## src/rtl/troca_contexto.sv

```systemverilog
// troca_contexto: context-switch engine that saves or restores the register
// file of one program (registers 1..31) to/from a per-program area in memory.
//
// A 16-bit time-slice counter runs in OCIOSO while preemption is enabled.
// When the slice expires, the engine stalls the CPU, writes r1..r31 of the
// current program to memory (SALVA), pulses desvioSO for one cycle (FIM) and
// releases the CPU. A one-cycle inicioRestaura request from the OS instead
// reads r1..r31 back from memory and writes them into the register file
// (LE/ESCREVE), with no desvioSO at the end.
//
// Parameters:
//   BASE_CONTEXTO  memory word address of the context save area
//   NUM_PROGS      number of program slots (power of two), 32 words per slot
// Ports:
//   clock, reset          clock (posedge) and asynchronous active-high reset
//   habilita, quantum     preemption enable and time slice (0 = no preemption)
//   progAtual             current program id (low log2(NUM_PROGS) bits used)
//   inicioRestaura        one-cycle OS request to restore progAtual's context
//   regLido               register-file read data for endReg
//   memLido, memPronto    memory read data and read/write acknowledge
//   pausaCPU              CPU stall
//   endReg, escreveReg, dadoReg   register-file address, write enable, data
//   endMem, escreveMem, leMem, dadoMem   memory address, strobes, write data
//   desvioSO              one-cycle pulse: divert the PC to the OS after a save
module troca_contexto #(
   parameter int BASE_CONTEXTO = 512,
   parameter int NUM_PROGS     = 8
) (
   input  logic        clock,
   input  logic        reset,
   input  logic        habilita,
   input  logic [15:0] quantum,
   input  logic [31:0] progAtual,
   input  logic        inicioRestaura,
   input  logic [31:0] regLido,
   input  logic [31:0] memLido,
   input  logic        memPronto,
   output logic        pausaCPU,
   output logic [4:0]  endReg,
   output logic        escreveReg,
   output logic [31:0] dadoReg,
   output logic [31:0] endMem,
   output logic        escreveMem,
   output logic        leMem,
   output logic [31:0] dadoMem,
   output logic        desvioSO
);

   localparam int SW = (NUM_PROGS > 1) ? $clog2(NUM_PROGS) : 1;

   typedef enum logic [2:0] {
      OCIOSO,
      SALVA,
      LE,
      ESCREVE,
      FIM
   } estadoT;

   estadoT        estado;
   logic [15:0]   contador;
   logic [4:0]    r;
   logic [SW-1:0] slot;
   logic          contando;
   logic          unusedProgBits;

   // Only the low bits of the program id select a slot.
   assign unusedProgBits = ^progAtual[31:SW];

   assign contando = habilita && (quantum != 16'd0);

   // Address outputs are pure functions of the sampled slot and the register
   // index, so they stay stable while a memory access waits for memPronto.
   assign endMem  = 32'(BASE_CONTEXTO) + (32'(slot) << 5) + 32'(r);
   assign endReg  = r;
   assign dadoMem = regLido;

   // Single state machine. Strobes are registered and set on the transition
   // into the state that owns them, so each one is high exactly while its
   // state is active and all drop immediately on reset. The expiry test uses
   // >= so that shrinking quantum below the running count still preempts at
   // once instead of waiting for the counter to wrap.
   always_ff @(posedge clock or posedge reset) begin
      if (reset) begin
         estado     <= OCIOSO;
         contador   <= 16'd0;
         r          <= 5'd1;
         slot       <= '0;
         dadoReg    <= 32'd0;
         pausaCPU   <= 1'b0;
         escreveMem <= 1'b0;
         leMem      <= 1'b0;
         escreveReg <= 1'b0;
         desvioSO   <= 1'b0;
      end else begin
         case (estado)
            OCIOSO: begin
               if (inicioRestaura) begin
                  contador <= 16'd0;
                  r        <= 5'd1;
                  slot     <= progAtual[SW-1:0];
                  estado   <= LE;
                  pausaCPU <= 1'b1;
                  leMem    <= 1'b1;
               end else if (contando) begin
                  if (contador >= quantum - 16'd1) begin
                     contador   <= 16'd0;
                     r          <= 5'd1;
                     slot       <= progAtual[SW-1:0];
                     estado     <= SALVA;
                     pausaCPU   <= 1'b1;
                     escreveMem <= 1'b1;
                  end else begin
                     contador <= contador + 16'd1;
                  end
               end
            end
            SALVA: begin
               if (memPronto) begin
                  if (r == 5'd31) begin
                     estado     <= FIM;
                     escreveMem <= 1'b0;
                     desvioSO   <= 1'b1;
                  end else begin
                     r <= r + 5'd1;
                  end
               end
            end
            FIM: begin
               estado   <= OCIOSO;
               desvioSO <= 1'b0;
               pausaCPU <= 1'b0;
               r        <= 5'd1;
            end
            LE: begin
               if (memPronto) begin
                  dadoReg    <= memLido;
                  estado     <= ESCREVE;
                  leMem      <= 1'b0;
                  escreveReg <= 1'b1;
               end
            end
            ESCREVE: begin
               escreveReg <= 1'b0;
               if (r == 5'd31) begin
                  estado   <= OCIOSO;
                  pausaCPU <= 1'b0;
                  r        <= 5'd1;
               end else begin
                  r      <= r + 5'd1;
                  estado <= LE;
                  leMem  <= 1'b1;
               end
            end
            default: begin
               estado     <= OCIOSO;
               pausaCPU   <= 1'b0;
               escreveMem <= 1'b0;
               leMem      <= 1'b0;
               escreveReg <= 1'b0;
               desvioSO   <= 1'b0;
               r          <= 5'd1;
            end
         endcase
      end
   end

endmodule

```

## config.mk

```make
export PLATFORM = sky130hd
export DESIGN_NAME = troca_contexto
export DESIGN_NICKNAME = d
export VERILOG_FILES = /design/src/rtl/troca_contexto.sv
export SDC_FILE = /design/constraint.sdc
export NUM_CORES = 1
export LEC_CHECK = 0
export BUFFER_PORTS_ARGS = -buffer_cell sky130_fd_sc_hd__buf_2
export CAP_MARGIN = 25
export CORE_MARGIN = 2
export CORE_UTILIZATION = 42
export CTS_BUF_LIST = sky130_fd_sc_hd__clkbuf_4 sky130_fd_sc_hd__clkbuf_8
export DETAILED_ROUTE_END_ITERATION = 12
export PLACE_DENSITY = 0.77
export SLEW_MARGIN = 20
export SYNTH_ARGS = -nofsm -noshare
export SYNTH_HDL_FRONTEND = slang
export SYNTH_SLANG_ARGS = --single-unit
export TNS_END_PERCENT = 5
```

## constraint.sdc

```tcl
create_clock -name clock -period 2.4 [get_ports clock]
set_input_delay 0.36 -clock clock [delete_from_list [all_inputs] [get_ports clock]]
set_output_delay 0.36 -clock clock [all_outputs]
set_load 0.02 [all_outputs]
```

Word-level counts from Yosys, hierarchy flattened --
Cells that the tools add are included.
Storage, ports and cells: flip-flop bits (word level) 64, input port bits 117, output and inout bits 106, word-level logic and storage cells 97
Cells by class: $add $sub $neg 5, order comparisons 1, equal/unequal tests 17, multiplexer cells 38, bitwise operators 6, reductions and logical operators 20
Operators with widths (count):
- $mux 16 | 3
- $mux 5 | 6
- $mux 3 | 9
- $ne 2x2->1 const B | 10
- $pmux 5 s4 | 1
- $add 16x1->16 const B | 1
- $ge 16x16->1 | 1
- $reduce_bool 16->1 | 1
- $sub 16x1->16 const B | 1
- $add 11x5->12 | 1
- $mux 1 | 12
- $pmux 3 s4 | 1
- $add 10x8->11 const A | 1
- $reduce_and 5->1 | 2
- $reduce_or 3->1 | 3
- $reduce_and 4->1 | 2
- $eq 3x2->1 const B | 2
- $ne 3x3->1 const B | 2
- $not 1->1 | 6
- $pmux 1 s3 | 2
- $reduce_and 2->1 | 3
- $reduce_and 3->1 | 2
- $reduce_and 6->1 | 1
- $add 5x1->5 const B | 1
- 10 further kinds | 13

Longest topological paths before layout --
depth in word-level cells 6, depth in mapped cells 14, depth with buffers taken out 12

Least setup slack after synthesis --
OpenSTA, ideal clock, no wires.
kind input-to-reg, start point input port quantum[9], end point register r[4], in the netlist endReg[4], setup time 0.125 ns, data arrival time 3.181 ns, data required time 2.275 ns, slack -0.906 ns, stages on the path 11, path buffers 0, cell sequence or4_1 -> or3_1 -> nor3_1 -> xnor2_1 -> ha_1 -> nand4_1 -> nor2_1 -> a221oi_1 -> a31oi_1 -> o21ai_2 -> mux2_2
On the way: longest elaborated chain between the ends 4, elaborated cells between the ends (all ways) 7
Ends and longest elaborated chain:
- start: declaration | RTL line 32 | input logic [15:0] quantum,
- $sub 16x1->16 or $reduce_bool 16->1 (tied branches) | RTL line 105, 69
- $ge 16x16->1 or $logic_and 1x1->1 (tied branches) | RTL line 105, 69
- $ne 3x3->1 (no line)
- $reduce_and 5->1 (no line) (*)
- end signal: assignment | RTL line 124 | r <= r + 5'd1;
- end signal: assignment | RTL line 149 | r <= r + 5'd1;
- end: declaration | RTL line 61 | logic [4:0] r;
Every way passes the cells marked *; elsewhere a longest branch is shown, timed or not. A chain may end at the register's enable or synchronous reset.

Worst setup path in the final report --
start point input port quantum[8], end point register r[4], in the netlist endReg[4]
Same word-level chain as after synthesis.

==> insert_results.sql <==
INSERT INTO impl_metrics (metric_group, metric, value, unit) VALUES
('grt', 'grt_pass1_wl', '13.5', 'mm'),
('timing', 'setup_repair_after_global_routing_missed_its_margin', 'true', ''),
('floorplanning', 'site_rows', '35', ''),
('placed_design', 'place_hpwl', '6.35', 'mm'),
('setup_path', 'path_cells', 'buf_6, or4_4, or3_4, nor3_4, xnor2_1, ha_1, nand4_1, nor2_1, a311oi_2, buf_4, a31oi_4, o21ai_4, mux2_4', ''),
('routing', 'routed_wl', '8.52', 'mm'),
('floorplanning', 'die_width', '101', 'um'),
('grt', 'grt_antenna_before_repair', '0', ''),
('yosys', 'synth_adder_area_share', '0.0631', ''),
('setup_path', 'cp_data_arrival_time', '3290', 'ps'),
('finish', 'antennaDiodeCount', '0', ''),
('setup_path', 'rrSetupSlack', '-20', 'ps'),
('setup_path', 'critical_path.reg2reg.startpoint', 'endReg[1]', ''),
('yosys', 'synth.yosys.warnings', '0', ''),
('power', 'static-leakage-power', '0.00234', 'uW'),
('timing', 'hold_viol', '0', ''),
('setup_path', 'startpoint_type', 'primary input', ''),
('routing', 'drcViolationCount', '0', ''),
('yosys', 'post_synth_and_or_nand_nor_area_fraction', '0.148', ''),
('timing', 'worstMarginPinSlew', '599', 'ps'),
('power', 'overall_power', '2990', 'uW'),
('finish', 'nFillCells', '784', ''),
('grt', 'grt-ovfl-total', '0', ''),
('timing', 'timing.fmax', '326', 'MHz'),
('yosys', 'ys.flop_type', 'sky130_fd_sc_hd__dfrtp_1', ''),
('timing', 'timing.final.ws_setup', '-666', 'ps'),
('grt', 'grt_usage', '0.164', ''),
('yosys', 'yosys_register_bits', '64', ''),
('setup_path', 'worstSetupPathType', 'in -> reg', ''),
('clock_tree', 'cts_made_buffers', '9', ''),
('yosys', 'synth_top_family_by_area', 'simple AND/OR/NAND/NOR gates', ''),
('clock_tree', 'path_clk_slew', '70', 'ps'),
('floorplanning', 'core_region_area', '9200', 'um^2'),
('clock_tree', 'clock-root-buffer', 'sky130_fd_sc_hd__clkbuf_8', ''),
('routing', 'via_per_inst', '5.17', ''),
('power', 'p_sw_frac', '0.284', ''),
('power', 'cellInternalPower', '2140', 'uW'),
('power', 'p_seq_frac', '0.421', ''),
('yosys', 'mappedNetlistArea', '3970', 'um^2'),
('placed_design', 'gp_congestion', '0.823', ''),
('finish', 'synthToLayoutAreaGrowth', '23.5', '%'),
('timing', 'finalMaxSlewViolations', '0', ''),
('floorplanning', 'initial_utilization', '0.431', ''),
('yosys', 'synth-edff-count', '0', ''),
('hold_path', 'hold_path.class', 'in -> async', ''),
('yosys', 'synth-async-reset-ratio', '1.00', ''),
('timing', 'number_of_setup_violations_in_the_final_report', '27', ''),
('power', 'netSwitchingPower', '851', 'uW'),
('routing', 'antenna_violating_nets_post_route', '0', ''),
('finish', 'fraction_of_final_layout_cells_with_drive_strength_greater_than_1', '0.454', ''),
('floorplanning', 'total_die_area', '10200', 'um^2'),
('yosys', 'synth_xor_area_frac', '0.0552', ''),
('status', 'violations', 'negative setup slack', ''),
('timing', 'finalCritPeriodShare', '1.28', ''),
('finish', 'numnets_final', '623', ''),
('routing', 'detailedRoute.firstIterationViolations', '208', ''),
('floorplanning', 'boundaryPins', '223', ''),
('status', 'outcome', 'finished, violations left', ''),
('placed_design', 'dp_worst_setup_slack', '-1100', 'ps'),
('power', 'power.clock.fraction', '0.342', ''),
('setup_path', 'rr_endpoint', 'endReg[4]', ''),
('setup_path', 'r2r.worst_path.cells', '7', ''),
('yosys', 'synth-seq-area-share', '0.404', ''),
('yosys', 'syn_inst', '381', ''),
('clock_tree', 'clkSinkCount', '64', ''),
('placed_design', 'port-buffer-count', '105', ''),
('yosys', 'syn_area_per_cell', '10.4', 'um^2'),
('timing', 'timing.max_slew.rel_slack', '0.597', ''),
('power', 'cellPowerDensity', '611', 'nW/um^2'),
('routing', 'routedWlPerCell', '14.2', 'um'),
('clock_tree', 'insertion_delay', '340', 'ps');
-- final cells by class --
cell class / instances / area, um^2 / area share
clock inverters: 3 / 65.1 / 0.0133
repair buffers: 142 / 848 / 0.173
well taps: 111 / 139 / 0.0284
clock buffers: 13 / 160 / 0.0327
inverters: 9 / 33.8 / 0.00690
multi-input cells: 260 / 2050 / 0.418
flip-flops and latches: 64 / 1600 / 0.327
-- power groups by stage --
| stage | logic (uW) | registers, uW | clock network (uW) |
|---|---|---|---|
| CTS | 686 | 1260 | 1050 |
| detailed placement | 682 | 1280 | 0 |
| floorplan | 408 | 1400 | 0 |
| finish | 710 | 1260 | 1020 |
| global route | 772 | 1280 | 1100 |
| global placement | 664 | 1270 | 0 |
-- registers in the layout, indices dropped and copies added, names as in the netlist --
name        cells
dadoReg        32
contador       16
endReg          5
estado          3
slot            3
desvioSO        1
escreveMem      1
escreveReg      1
leMem           1
pausaCPU        1
-- cells in the final DEF, fill, tap and decap left out, types with 4 or more instances in the layout --
cell,netlist,routed
sky130_fd_sc_hd__a21oi_1,9,9
sky130_fd_sc_hd__a22o_1,5,5
sky130_fd_sc_hd__and3_1,7,7
sky130_fd_sc_hd__buf_2,4,103
sky130_fd_sc_hd__buf_4,61,33
sky130_fd_sc_hd__buf_6,2,4
sky130_fd_sc_hd__clkbuf_8,0,10
sky130_fd_sc_hd__conb_1,2,24
sky130_fd_sc_hd__dfrtp_1,63,63
sky130_fd_sc_hd__ha_1,20,20
sky130_fd_sc_hd__inv_1,9,8
sky130_fd_sc_hd__mux2_2,35,34
sky130_fd_sc_hd__mux2_4,3,4
sky130_fd_sc_hd__nand2_1,18,18
sky130_fd_sc_hd__nand2b_1,6,5
sky130_fd_sc_hd__nand3_1,5,5
sky130_fd_sc_hd__nor2_1,29,26
sky130_fd_sc_hd__nor2b_1,4,4
sky130_fd_sc_hd__nor3_1,9,6
sky130_fd_sc_hd__nor4_1,8,7
sky130_fd_sc_hd__o21ai_0,8,5
sky130_fd_sc_hd__xnor2_1,21,21
sky130_fd_sc_hd__xor2_1,4,4
-- worst max-delay path by stage --
stage / startpoint / to
detailed placement: quantum[9] / slot[2]
CTS: quantum[9] / endReg[4]
floorplan: quantum[9] / endReg[4]
global route: quantum[8] / endReg[1]
global placement: quantum[9] / slot[2]
finish: quantum[8] / endReg[4]
-- logic make-up after synthesis --
group                      after synthesis
adders and majority gates               20
muxes                                   39
other                                    2
AOI/OAI and AO/OA                       42
buffers and inverters                   80
DFF                                     64
xor gates and xnor gates                25
and+or+nand+nor                        109
-- cells in the mapped netlist (2+ instances only) --
cell | count | share of area
sky130_fd_sc_hd__dfrtp_1 | 63 | 0.40
sky130_fd_sc_hd__nor4b_1 | 3 | 0.0066
sky130_fd_sc_hd__a22o_1 | 5 | 0.011
sky130_fd_sc_hd__nor2b_1 | 4 | 0.0063
sky130_fd_sc_hd__o2bb2ai_1 | 2 | 0.0044
sky130_fd_sc_hd__conb_1 | 2 | 0.0019
sky130_fd_sc_hd__nand3_1 | 5 | 0.0063
sky130_fd_sc_hd__xor2_1 | 4 | 0.0088
sky130_fd_sc_hd__buf_4 | 61 | 0.12
sky130_fd_sc_hd__ha_1 | 20 | 0.063
sky130_fd_sc_hd__a221oi_1 | 2 | 0.0044
sky130_fd_sc_hd__nor4_2 | 2 | 0.0063
sky130_fd_sc_hd__nor3_1 | 9 | 0.011
sky130_fd_sc_hd__mux2_4 | 3 | 0.011
sky130_fd_sc_hd__and3_1 | 7 | 0.011
sky130_fd_sc_hd__mux2_2 | 35 | 0.099
sky130_fd_sc_hd__a21oi_1 | 9 | 0.011
sky130_fd_sc_hd__buf_2 | 4 | 0.0050
sky130_fd_sc_hd__nand2b_1 | 6 | 0.0095
sky130_fd_sc_hd__nor2_1 | 29 | 0.027
sky130_fd_sc_hd__nand3b_1 | 2 | 0.0038
sky130_fd_sc_hd__or2_2 | 2 | 0.0032
sky130_fd_sc_hd__nand4_1 | 3 | 0.0047
sky130_fd_sc_hd__xnor2_1 | 21 | 0.046
sky130_fd_sc_hd__inv_1 | 9 | 0.0085
sky130_fd_sc_hd__nor4_1 | 8 | 0.013
sky130_fd_sc_hd__buf_6 | 2 | 0.0057
sky130_fd_sc_hd__nor3b_1 | 3 | 0.0057
sky130_fd_sc_hd__nand2_1 | 18 | 0.017
sky130_fd_sc_hd__o21ai_0 | 8 | 0.010
sky130_fd_sc_hd__or3_1 | 4 | 0.0063
sky130_fd_sc_hd__clkbuf_1 | 4 | 0.0038
-- layer usage --
metal | GRT usage | vias to the layer above | part of all wire
met5 | 0 | - | 0
met4 | 0.0676 | 0 | 0.021
met3 | 0.0435 | 20 | 0.062
met2 | 0.283 | 113 | 0.53
met1 | 0.195 | 1511 | 0.39
li1 | - | 1468 | -
-- per-stage QoR --
| step | area, um^2 | util | setup TNS [ps] | hold WS, ps | std cells |
|---|---|---|---|---|---|
| after floorplan | 4070 | - | -16450 | 508 | 403 |
| after global placement | 4520 | 0.491 | -23710 | 461 | 583 |
| after detailed placement | 4520 | 0.491 | -26320 | 463 | 583 |
| after CTS | 4760 | 0.518 | -12300 | 96.2 | 599 |
| after global routing | 4900 | 0.533 | -17810 | 109 | 602 |
| final | 4900 | 0.533 | -15170 | 91.7 | 602 |
-- worst max-delay path, delay by kind of cell --
| family | cells | cell delay, ps |
|---|---|---|
| XOR/XNOR | 1 | 150 |
| adder cells (fa/ha/maj) | 1 | 270 |
| AO/OA/AOI/OAI | 3 | 560 |
| AND/OR/NAND/NOR | 5 | 1370 |
| multiplexers | 1 | 310 |
| buffers and inverters | 2 | 270 |
-- what timing repair did --
item / CTS / global route
cloned: 0 / 1
gates resized for setup: 6 / 23
pin swaps: 5 / 16
buffers inserted: 0 / 2
setup endpoints to repair: 27 / 27
No activity file was read; power rests on OpenSTA's default activity.
